`src/rtl/grey_pkg.sv`:
```
// grey_pkg: shared state encoding, counter limits and grey/binary conversion helpers.
package grey_pkg;
  typedef enum logic [1:0] {IDLE, ARMED, LOCKED} state_e;
  localparam int PER_SAT = 255;
  function automatic logic [5:0] f_grey6(input logic [5:0] b);
    return b ^ (b >> 1);
  endfunction
  function automatic logic [5:0] f_bin6(input logic [5:0] g);
    logic [5:0] b;
    b[5] = g[5];
    for (int i = 4; i >= 0; i--) b[i] = b[i+1] ^ g[i];
    return b;
  endfunction
endpackage

```
`src/rtl/grey_sync_ff.sv`:
```
// grey_sync_ff: N-stage, WIDTH-bit synchronizer with asynchronous reset.
module grey_sync_ff #(
  parameter int N = 2,
  parameter int WIDTH = 6
) (
  input  logic             clk,
  input  logic             rst,
  input  logic [WIDTH-1:0] d_i,
  output logic [WIDTH-1:0] q_o
);
  logic [N-1:0][WIDTH-1:0] ff_q;
  always_ff @(posedge clk or posedge rst)
    if (rst) ff_q <= '0;
    else ff_q <= {ff_q[N-2:0], d_i};
  assign q_o = ff_q[N-1];
endmodule

```
`src/rtl/grey_code6_rx.sv`:
```
// grey_code6_rx: synchronizes and decodes a 6-bit grey count, checks +1 steps and their period.
module grey_code6_rx
  import grey_pkg::*;
#(
  parameter int WIDTH = 6,
  parameter int SYNC_STAGES = 2,
  parameter int EXP_PERIOD = 7,
  parameter int CNT_W = 16
) (
`ifdef USE_POWER_PINS
  inout  wire              vccd1,
  inout  wire              vssd1,
`endif
  input  logic             clk,
  input  logic             rst,
  input  logic [WIDTH-1:0] grey_in,
  input  logic             clr_err,
  output logic [WIDTH-1:0] bin,
  output logic             incr,
  output logic [CNT_W-1:0] step_cnt,
  output logic             err_skip,
  output logic             err_period
);
  logic [1:0] rst_sync_q;
  logic rst_int;
  logic [WIDTH-1:0] g_s, bin_new, bin_q;
  logic [7:0] per_cnt_q, per_cnt_d;
  logic [1:0] fill_q;
  logic [CNT_W-1:0] step_cnt_q;
  logic incr_q, err_skip_q, err_period_q, chg, step, tmo;
  state_e st_q;
  // reset asserts asynchronously but is released on a clock edge
  always_ff @(posedge clk or posedge rst)
    if (rst) rst_sync_q <= 2'b11;
    else rst_sync_q <= {rst_sync_q[0], 1'b0};
  assign rst_int = rst_sync_q[1];
  grey_sync_ff #(.N(SYNC_STAGES), .WIDTH(WIDTH)) u_sync (
    .clk(clk), .rst(rst_int), .d_i(grey_in), .q_o(g_s)
  );
  assign bin_new = f_bin6(g_s);
  assign chg = st_q != IDLE && bin_new != bin_q;
  assign step = chg && bin_new == bin_q + 6'd1;
  assign tmo = st_q == LOCKED && !chg && per_cnt_q >= 8'(2 * EXP_PERIOD);
  assign per_cnt_d = chg ? 8'd1 : per_cnt_q + {7'd0, per_cnt_q != 8'(PER_SAT)};
  always_ff @(posedge clk or posedge rst_int)
    if (rst_int) begin
      st_q <= IDLE;
      fill_q <= '0;
      bin_q <= '0;
      per_cnt_q <= '0;
      step_cnt_q <= '0;
      incr_q <= 1'b0;
      err_skip_q <= 1'b0;
      err_period_q <= 1'b0;
    end else begin
      per_cnt_q <= per_cnt_d;
      incr_q <= step;
      if (step && step_cnt_q != '1) step_cnt_q <= step_cnt_q + 1'b1;
      err_skip_q <= (err_skip_q && !clr_err) || (chg && !step);
      err_period_q <= (err_period_q && !clr_err) || tmo ||
                      (step && st_q == LOCKED && per_cnt_q != 8'(EXP_PERIOD));
      if (chg) bin_q <= bin_new;
      case (st_q)
        IDLE: begin
          fill_q <= fill_q + 2'd1;
          if (fill_q == 2'(SYNC_STAGES)) begin
            bin_q <= bin_new;
            st_q <= ARMED;
          end
        end
        ARMED: if (step) st_q <= LOCKED;
        default: if ((chg && !step) || tmo) st_q <= ARMED;
      endcase
    end
  assign bin = bin_q;
  assign incr = incr_q;
  assign step_cnt = step_cnt_q;
  assign err_skip = err_skip_q;
  assign err_period = err_period_q;
endmodule
```
`config.mk`:
```
export PLATFORM = sky130hd
export DESIGN_NAME = grey_code6_rx
export DESIGN_NICKNAME = d
export VERILOG_FILES = /design/src/rtl/grey_pkg.sv /design/src/rtl/grey_sync_ff.sv /design/src/rtl/grey_code6_rx.sv
export SDC_FILE = /design/constraint.sdc
export NUM_CORES = 1
export LEC_CHECK = 0
export CAP_MARGIN = 25
export CORE_MARGIN = 4
export CORE_UTILIZATION = 50
export CTS_CLUSTER_DIAMETER = 120
export CTS_CLUSTER_SIZE = 28
export DETAILED_ROUTE_END_ITERATION = 16
export PLACE_DENSITY = 0.77
export SETUP_SLACK_MARGIN = 0.1
export SKIP_LAST_GASP = 1
export SYNTH_ARGS = -nofsm -noshare
export SYNTH_HDL_FRONTEND = slang
export SYNTH_HIERARCHICAL = 1
export SYNTH_SLANG_ARGS = --single-unit
```
`constraint.sdc`:
```
create_clock -name clk -period 2.3 [get_ports clk]
set_clock_uncertainty 0.2 [all_clocks]
set_input_delay 0.345 -clock clk [delete_from_list [all_inputs] [get_ports clk]]
set_output_delay 0.345 -clock clk [all_outputs]
set_load 0.05 [all_outputs]
```
# Yosys cells after proc, flatten, opt, wreduce, memory -nomap -nowiden
# Index checks and enable logic that the tools add are counted.
classes:
  n_addsub: 4
  magnitude_cmp: 1
  n_eq_ne: 10
  muxes: 8
  bitwise: 5
  reduce_logical: 21
op_table:
  columns: ["cell", "n"]
  rows:
  - ["$mux W6", 3]
  - ["$add A16 B1 Y16 const B", 1]
  - ["$ne A16 B16 Y1 const B", 1]
  - ["$logic_and A1 B1 Y1", 10]
  - ["$add A8 B1 Y8", 1]
  - ["$ge A8 B4 Y1 const B", 1]
  - ["$mux W8", 1]
  - ["$ne A8 B3 Y1 const B", 1]
  - ["$ne A8 B8 Y1 const B", 1]
  - ["$add A6 B1 Y6 const B", 1]
  - ["$eq A6 B6 Y1", 1]
  - ["$mux W2", 3]
  - ["$ne A6 B6 Y1", 1]
  - ["$xor A1 B1 Y1", 5]
  - ["$eq A2 B2 Y1 const B", 2]
  - ["$logic_or A1 B1 Y1", 4]
  - ["$ne A2 B2 Y1 const B", 2]
  - ["$pmux W2 S2", 1]
  - ["$logic_not A1 Y1", 3]
  - ["$reduce_and A3 Y1", 1]
  - ["$reduce_bool A3 Y1", 1]
  - ["$add A2 B1 Y2 const B", 1]
  - ["$eq A2 B1 Y1 const B", 1]
  - ["$logic_not A2 Y1", 1]
  - ["$reduce_bool A2 Y1", 1]
totals:
  reg_bits: 51
  inputBits: 9

# Logic depth before layout (Yosys ltp)
# Gate-level depths: netlist of run 1.
depth:
  ltp_word: 13
  depth_mapped: 10
  ltp_nobuf: 8

# Modules after synthesis
# The synthesis of run 1 kept the hierarchy.
modules_own_cells:
  columns: ["module", "n_inst", "cells_each", "area_each_um2"]
  rows:
  - ["grey_code6_rx", 1, 226, 2324.7]
  - ["grey_sync_ff", 1, 19, 349.1]

# Worst setup path before layout of run 1
# No wires, ideal clock.
synth_path:
  kind: "reg-to-reg"
  from: "register step_cnt_q[2] (netlist: step_cnt[2])"
  to: "register step_cnt_q[7] (netlist: step_cnt[7])"
  arrival_ns: 2.398
  t_required_ns: 1.954
  slack_ns: -0.443
  stages_incl_launch_ff: 9
  period_less_slack_ns: 2.743
  path_cell_list: "dfrtp_1 > and3_1 > and2_1 > nand3_1 > o32ai_1 > clkbuf_1 > or2_2 > nor3_1 > xor2_1"
synth_via:
  elab_chain_cells: 2
  word_cells_on_any_way: 3
  cone_classes: "add/sub: 1; eq/ne: 1; reduce/logical: 1"
synth_lines:
  columns: ["element", "line", "rtl"]
  rows:
  - ["start, declared", "grey_code6_rx.sv:29", "logic [CNT_W-1:0] step_cnt_q;"]
  - ["start signal, assigned", "grey_code6_rx.sv:58", "if (step && step_cnt_q != '1) step_cnt_q <= step_cnt_q + 1'b1;"]
  - ["branches (longest 2 deep; another with $add A16 B1 Y16)", null, null]
# Several ways; the timed one is not identified.
# A chain may end at the register's enable or synchronous reset.

# Worst setup path in the final report of run 1
layout_path:
  from: "register u_sync.ff_q, in the netlist u_sync/q_o[4]"
  to: "register step_cnt_q[10] (netlist: step_cnt[10])"
layout_via:
  elab_chain_cells: 9
  word_cells_on_any_way: 10
  cone_classes: "eq/ne: 2; bitwise: 5; reduce/logical: 3"
layout_lines:
  columns: ["element", "line", "rtl"]
  rows:
  - ["start, declared", "grey_sync_ff.sv:11", "logic [N-1:0][WIDTH-1:0] ff_q;"]
  - ["start signal, assigned", "grey_sync_ff.sv:14", "else ff_q <= {ff_q[N-2:0], d_i};"]
  - ["$xor A1 B1 Y1 *", "grey_pkg.sv:11", "for (int i = 4; i >= 0; i--) b[i] = b[i+1] ^ g[i];"]
  - ["$xor A1 B1 Y1 (4 in series)", "grey_pkg.sv:11", null]
  - ["$ne A6 B6 Y1", "grey_code6_rx.sv:41", "assign chg = st_q != IDLE && bin_new != bin_q;"]
  - ["$logic_and A1 B1 Y1", "grey_code6_rx.sv:41", null]
  - ["$logic_and A1 B1 Y1 *", "grey_code6_rx.sv:42", "assign step = chg && bin_new == bin_q + 6'd1;"]
  - ["$logic_and A1 B1 Y1 *", "grey_code6_rx.sv:58", null]
# Mark *: on every way between the ends. The rest lies on a longest branch, timed or not.

==> results.json, run 1 <==
{
  "finalWirelength_mm": 6.19,
  "track_usage_pct": 17.4,
  "drtIter0Drc": 151,
  "ant_nets": 0,
  "dp_slack_ns": -0.176,
  "cpMostUsedCell": "xor2_1",
  "timing.max_cap.violations": 0,
  "worstPathMaxFanout": 12,
  "synth_top_family_by_area": "simple AND/OR/NAND/NOR gates",
  "hpwl_mm": 3.79,
  "dr.pass1.iters": 4,
  "leakage_nw": 1.67,
  "violations": "negative setup slack",
  "slowest_stage": "xor3_2",
  "hold_buffers": 0,
  "startpoint_type": "flip-flop",
  "slew_headroom_pct": 64.9,
  "timing.fmax_ghz": 0.389,
  "muxShareOfSynthArea_pct": 1.64,
  "status": "finished, violations left",
  "antenna_found_initial": 0,
  "critPathCaptureType": "flip-flop",
  "rsz0062_at_grt": "true",
  "synth_xor_area_share_pct": 12.3,
  "drive_gt1_share_pct": 38.9,
  "nNetsFinal": 327,
  "finalCriticalPeriod_ns": 2.57,
  "diodes": 0,
  "grt_start_max_net_pins": 38,
  "mostFrequentLayoutCells": "dfrtp_1 (40), buf_4 (36), clkdlybuf4s50_1 (28), xor2_1 (20), nand2_1 (15)",
  "utilization_pct": 73.5,
  "syn_area_per_cell_um2": 10.9,
  "crit_path_end": "step_cnt[10]",
  "die_h_um": 81.1,
  "synth_area_um2": 2670,
  "regToRegEndpoint": "step_cnt[10]",
  "clockBufferDepth": 2,
  "dp_cells": 364,
  "yosysUniqueCellTypes": 52,
  "core_um2": 5140,
  "final_cell_count_no_fill": 384,
  "hold_viol_final": 0,
  "dr_total_vias": 2046,
  "synth_compound_area_share_pct": 6.27,
  "initial_core_util_pct": 52.0,
  "die_w_um": 81.1,
  "critical-path-top-delay-family": "XOR/XNOR gates",
  "ys_seq_area_share_pct": 47.8,
  "io_buffers": 33,
  "cp_num_cells": 9,
  "wl_per_cell_um": 16.1,
  "fin_ws_ns": -0.273,
  "grt_overflow": 0,
  "clk_pin_slew_ns": 0.11,
  "clock_latency_ns": 0.32,
  "synth-seq-cells": 51,
  "grt_pass1_wl_mm": 8.88,
  "grt_pass1_vias": 1972,
  "dieArea_um2": 6580,
  "clock_sinks": 51,
  "synthSimpleGateAreaFrac_pct": 23.3,
  "synth.net_count": 259,
  "crit_required_ns": 2.33,
  "worstMarginPinSlew_ns": 0.525,
  "drc": 0,
  "startpoint": "u_sync/q_o[4]",
  "period_share_pct": 112,
  "ys_warn_count": 6,
  "cts-root-buf": "clkbuf_8",
  "slew_violations": 0,
  "async_reset_ff_share_pct": 100,
  "reg2reg_depth": 9,
  "syn2layout_area_growth_pct": 41.2,
  "place_area_um2": 3340,
  "finalSetupViolations": 31,
  "hold_slack_ns": 0.0398,
  "h-tree-depth": 2,
  "layout_commonest_cell": "dfrtp_1",
  "worstSetupPathType": "flip-flop to flip-flop",
  "synth_flop_cell": "dfrtp_1",
  "r2r_start": "u_sync/q_o[4]",
  "hold_class": "flip-flop to async pin",
  "synth_cells": 245,
  "std_cell_rows": 26,
  "drt-vias-per-instance": 5.33,
  "cp_data_arrival_time_ns": 2.61,
  "postLayoutCellArea_um2": 3780,
  "path_buf_inv": 2,
  "synth-edff-count": 0,
  "ir_drop_uv": 619,
  "power_density_nw_per_um2": 1120,
  "place_congestion": 0.861,
  "cp_slowest_stage_delay_ns": 0.46,
  "worstPathCellList": "xor3_2 -> xor2_1 -> xnor2_1 -> nor2_1 -> a22oi_2 -> buf_12 -> buf_4 -> nor4_4 -> xor2_1",
  "io_pins": 34,
  "r2r_slack_ns": -0.27,
  "synth-adder-area-share_pct": 2.34,
  "cts_tree": "done",
  "cts_made_buffers": 5
}
[power by group]
group          leakage, nW  internal (mW)  switching [mW]
Sequential           0.634           1.04           0.158
Clock               0.0581          0.324           0.318
Combinational        0.981           1.09            1.29
Total                 1.67           2.45            1.76
[metal layers]
metal / part of all wire (%) / track usage (%) / vias up
met4: 2.1 / 5.74 / 0
met2: 53 / 29.3 / 40
met3: 2.7 / 3.33 / 16
met5: 0 / 0 / -
met1: 42 / 22.5 / 1012
li1: - / - / 978
[flip-flops by register name, indices dropped and copies added, names as in the netlist]
signal and cells:
bin 6, err_period 1, err_skip 1, fill_q 2, incr 1, per_cnt_q 8, rst_sync_q 2, st_q 2
step_cnt 16, u_sync/ff_q 6, u_sync/q_o 6
[area by class of cell]
class                   instances  area, um^2
fillers                       363        1360
well taps                      70        87.6
clock buffers                   5        68.8
repair buffers                 78         738
flip-flops and latches         51        1290
multi-input cells             167        1510
clock inverters                 3        43.8
inverters                      10        37.5
[what timing repair did]
action	4_1_cts	5_1_grt
gates resized for setup	11	42
pin swaps	2	15
gates cloned	0	0
endpoints found under the setup margin	36	36
buffers inserted	4	8
[cells by family after synthesis]
| kind of cell | count (synthesis) |
|---|---|
| and+or+nand+nor | 98 |
| DFF | 51 |
| xor gates and xnor gates | 34 |
| buffers and inverters | 27 |
| AOI/OAI and AO/OA | 25 |
| adders and majority gates | 5 |
| muxes | 4 |
| other | 1 |
[synth_stat cells, types with 2 or more instances]
cell type  instances  area share [%]
nand2_1           18             2.5
xnor2_1           10             3.3
nand4_1            4            0.94
xnor2_2            2             1.2
inv_1             10             1.4
dfstp_2            2             2.0
or3_1              2            0.47
a21oi_1            3            0.56
clkbuf_1           4            0.56
or2_2              3            0.70
o21ai_0            8             1.5
ha_1               5             2.3
o31ai_1            2            0.56
nor2_2             2            0.47
buf_6              3             1.3
nor4_4             2             1.6
nor2b_1            4            0.94
mux2_2             3             1.3
nor4_1             2            0.47
buf_2              3            0.56
o22ai_1            2            0.47
nand3_1           12             2.2
nor2_1            15             2.1
and3_1             7             1.6
xor2_1            21             6.9
and2_1             4            0.94
nor3_1             4            0.75
dfrtp_1           49              46
buf_4              6             1.7
nor4_2             9             4.2
nor3b_1            2            0.56
a211o_1            2            0.66
[worst register-to-register path: stages, from the launching register on]
cell and delay [ns]:
dfrtp_1 0.39, xor3_2 0.46, xor2_1 0.26, xnor2_1 0.13, nor2_1 0.18, a22oi_2 0.14
buf_12 0.17, buf_4 0.16, nor4_4 0.22, xor2_1 0.18
[stage by stage]
| step | total power, mW | TNS [ns] |
|---|---|---|
| after floorplan | 2.43 | -3.79 |
| after global placement | 2.98 | -1.21 |
| after detailed placement | 3.04 | -2.21 |
| after CTS | 3.79 | -1.88 |
| after global routing | 4.44 | -7.99 |
| final | 4.21 | -4.46 |
[how the worst min path moves through the flow]
stage | cells past startpoint | start | to
floorplan | 1 | rst_sync_q[1] | u_sync/ff_q[0]
global placement | 1 | rst_sync_q[1] | u_sync/ff_q[3]
detailed placement | 1 | rst_sync_q[1] | u_sync/ff_q[1]
CTS | 1 | rst_sync_q[1] | u_sync/q_o[1]
global route | 1 | rst_sync_q[1] | u_sync/q_o[1]
finish | 1 | rst_sync_q[1] | u_sync/q_o[1]
(Power assumes the default switching activity.)
==> inputs of run 2 (changes only) <==
PLACE_DENSITY = 0.78   (was 0.77)
SYNTH_HIERARCHICAL = not set   (was 1)
==> results.json, run 2 <==
{
  "synth-seq-cells": 51,
  "initial_core_util_pct": 51.6,
  "dr.pass1.iters": 4,
  "grt_start_max_net_pins": 29,
  "p_sw_share_pct": 38.7,
  "slew_headroom_pct": 64.3,
  "worstSetupPathType": "flip-flop to flip-flop",
  "largest_register_ffs": 16,
  "drc": 0,
  "dr_total_vias": 1839,
  "hold_viol_final": 0,
  "drive_gt1_share_pct": 23.2,
  "p_switching_mw": 1.30,
  "synth.most_common_cell": "dfrtp_1",
  "cts_tree": "done",
  "timing.max_cap.violations": 0,
  "clk_pin_slew_ns": 0.09,
  "io_buffers": 33,
  "period_share_pct": 120,
  "p_clk_share_pct": 18.1,
  "die_w_um": 78.1,
  "synth_area_leaders": "dfrtp_1 (50%), xnor2_1 (8.6%), nand3_1 (4.3%)",
  "hpwl_mm": 3.50,
  "crit_required_ns": 2.29,
  "io_pins": 34,
  "reg2reg_depth": 7,
  "synth.net_count": 233,
  "power_density_nw_per_um2": 1020,
  "dieArea_um2": 6090,
  "die_h_um": 78.1,
  "track_usage_pct": 17.3,
  "antenna_found_initial": 0,
  "ys_seq_area_share_pct": 52.1,
  "timing.fmax_ghz": 0.363,
  "synth_area_um2": 2450,
  "yosys.area.top_type": "dfrtp_1",
  "ir_drop_uv": 687,
  "violations": "negative setup slack",
  "syn_area_per_cell_um2": 11.2,
  "layout_commonest_cell": "dfrtp_1",
  "critPathCaptureType": "flip-flop",
  "finalWirelength_mm": 5.13,
  "finalSetupViolations": 35,
  "synth_flop_cell": "dfrtp_1",
  "worstMarginPinSlew_ns": 0.533,
  "synth-edff-count": 0,
  "mostFrequentLayoutCells": "dfrtp_1 (49), clkdlybuf4s50_1 (27), buf_4 (26), xnor2_1 (24), nand3_1 (16)",
  "ant_nets": 0,
  "diodes": 0,
  "yosys-top-cells-count": "dfrtp_1 (49), xnor2_1 (24), nand3_1 (21)",
  "totalPowerFinal_mw": 3.36,
  "clock_sinks": 51,
  "drt-vias-per-instance": 5.24,
  "ys_warn_count": 0,
  "combinationalPowerShare_pct": 47.4,
  "place_area_um2": 3030,
  "wl_met1_mm": 2.31,
  "synthDominantCellAreaShare_pct": 49.9,
  "drtIter0Drc": 124,
  "async_reset_ff_share_pct": 100,
  "cp_data_arrival_time_ns": 2.74,
  "dr_wl_met2_mm": 2.51,
  "hold_class": "flip-flop to async pin",
  "postLayoutCellArea_um2": 3280,
  "yosysUniqueCellTypes": 47,
  "grt_pass1_wl_mm": 8.38,
  "utilization_pct": 69.0,
  "std_cell_rows": 25,
  "dp_slack_ns": -0.393,
  "top_layer_used": "met4",
  "wl_per_cell_um": 14.6,
  "worstPathMaxFanout": 5,
  "startpoint_type": "flip-flop",
  "fin_ws_ns": -0.454,
  "h-tree-depth": 2,
  "clockBufferDepth": 2,
  "grt_overflow": 0,
  "internal_power_mw": 2.06,
  "clock_latency_ns": 0.30,
  "hold_buffers": 0,
  "syn2layout_area_growth_pct": 33.6,
  "nNetsFinal": 297,
  "rsz0062_at_grt": "true",
  "leakage_nw": 1.52,
  "dr_wl_met3_um": 192,
  "grt_pass1_vias": 1829,
  "slew_violations": 0,
  "cts_made_buffers": 5,
  "finalCriticalPeriod_ns": 2.75,
  "power_frac_seq_pct": 34.5,
  "synth_cells": 219,
  "status": "finished, violations left",
  "cts-root-buf": "clkbuf_8",
  "place_congestion": 0.828,
  "core_um2": 4750
}
==> run 2: path summary, 6_finish.rpt <==
| path | from | to | slack [ns] |
|---|---|---|---|
| worst max register to register | u_sync.q_o[4] | bin[4] | -0.45 |
| worst max-delay path | u_sync.q_o[4] | bin[4] | -0.45 |
| worst min-delay path | rst_sync_q[1] | u_sync.q_o[3] | 0.09 |
| worst min register to register | rst_sync_q[1] | u_sync.q_o[3] | 0.09 |
| min in group clk | u_sync.ff_q[3] | u_sync.q_o[3] | 0.15 |
| max in group asynchronous | rst_sync_q[1] | step_cnt[12] | 1.30 |
==> run 2: area by class of cell <==
class / instances / area [um^2]
inverter: 8 / 30.0
clock buffer: 7 / 76.3
fill: 353 / 1480
timing repair buffer: 63 / 591
clock inverter: 1 / 30.0
sequential: 51 / 1280
multi-input combinational: 154 / 1190
tap: 67 / 83.8
==> run 2: critical path: stages, from the launching register on <==
cell and delay, ns:
dfrtp_1 0.40, xnor3_1 0.45, xor2_2 0.19, mux4_2 0.56, a211o_4 0.31, nor2_2 0.13
nor2_4 0.08, mux2_4 0.32
==> run 2: through the flow <==
step / hold slack, ns / instances / TNS, ns
final: 0.0877 / 351 / -11.25
after global routing: 0.131 / 351 / -14.47
after CTS: 0.101 / 349 / -10.03
after detailed placement: 0.101 / 339 / -10.67
after global placement: 0.0964 / 339 / -9.26
after floorplan: 0.0565 / 219 / -11.82
==> run 2: metal layers <==
metal / up-vias / GRT usage, %
met5: - / 0
met4: 0 / 6.47
met3: 13 / 4.24
met2: 36 / 28.7
met1: 905 / 22.1
li1: 885 / -
==> run 2: cells by family (layout without fill, tap and decap cells) <==
family	after synthesis	count (layout)	share of synthesized area [%]
buffers and inverters	14	79	2.96
adders and majority gates	5	5	2.55
xor gates and xnor gates	36	36	13.7
muxes	8	8	4.64
and+or+nand+nor	93	93	20.5
AOI/OAI and AO/OA	11	11	3.41
other	1	1	0.153
DFF	51	51	52.1
==> run 2: power by group through the flow <==
stage	Combinational, mW	Clock, mW	Sequential [mW]
final	1.59	0.609	1.16
after global routing	1.70	0.672	1.18
after CTS	1.52	0.626	1.15
after detailed placement	1.49	0	1.16
after global placement	1.45	0	1.16
after floorplan	0.616	0	1.48
==> run 2: repair_timing <==
| item | in CTS | in global routing |
|---|---|---|
| buffers inserted | 2 | 2 |
| cloned | 0 | 0 |
| endpoints found under the hold margin | 0 | 0 |
| resized for setup | 7 | 19 |
| setup endpoints to repair | 36 | 40 |
| pin swaps | 2 | 1 |
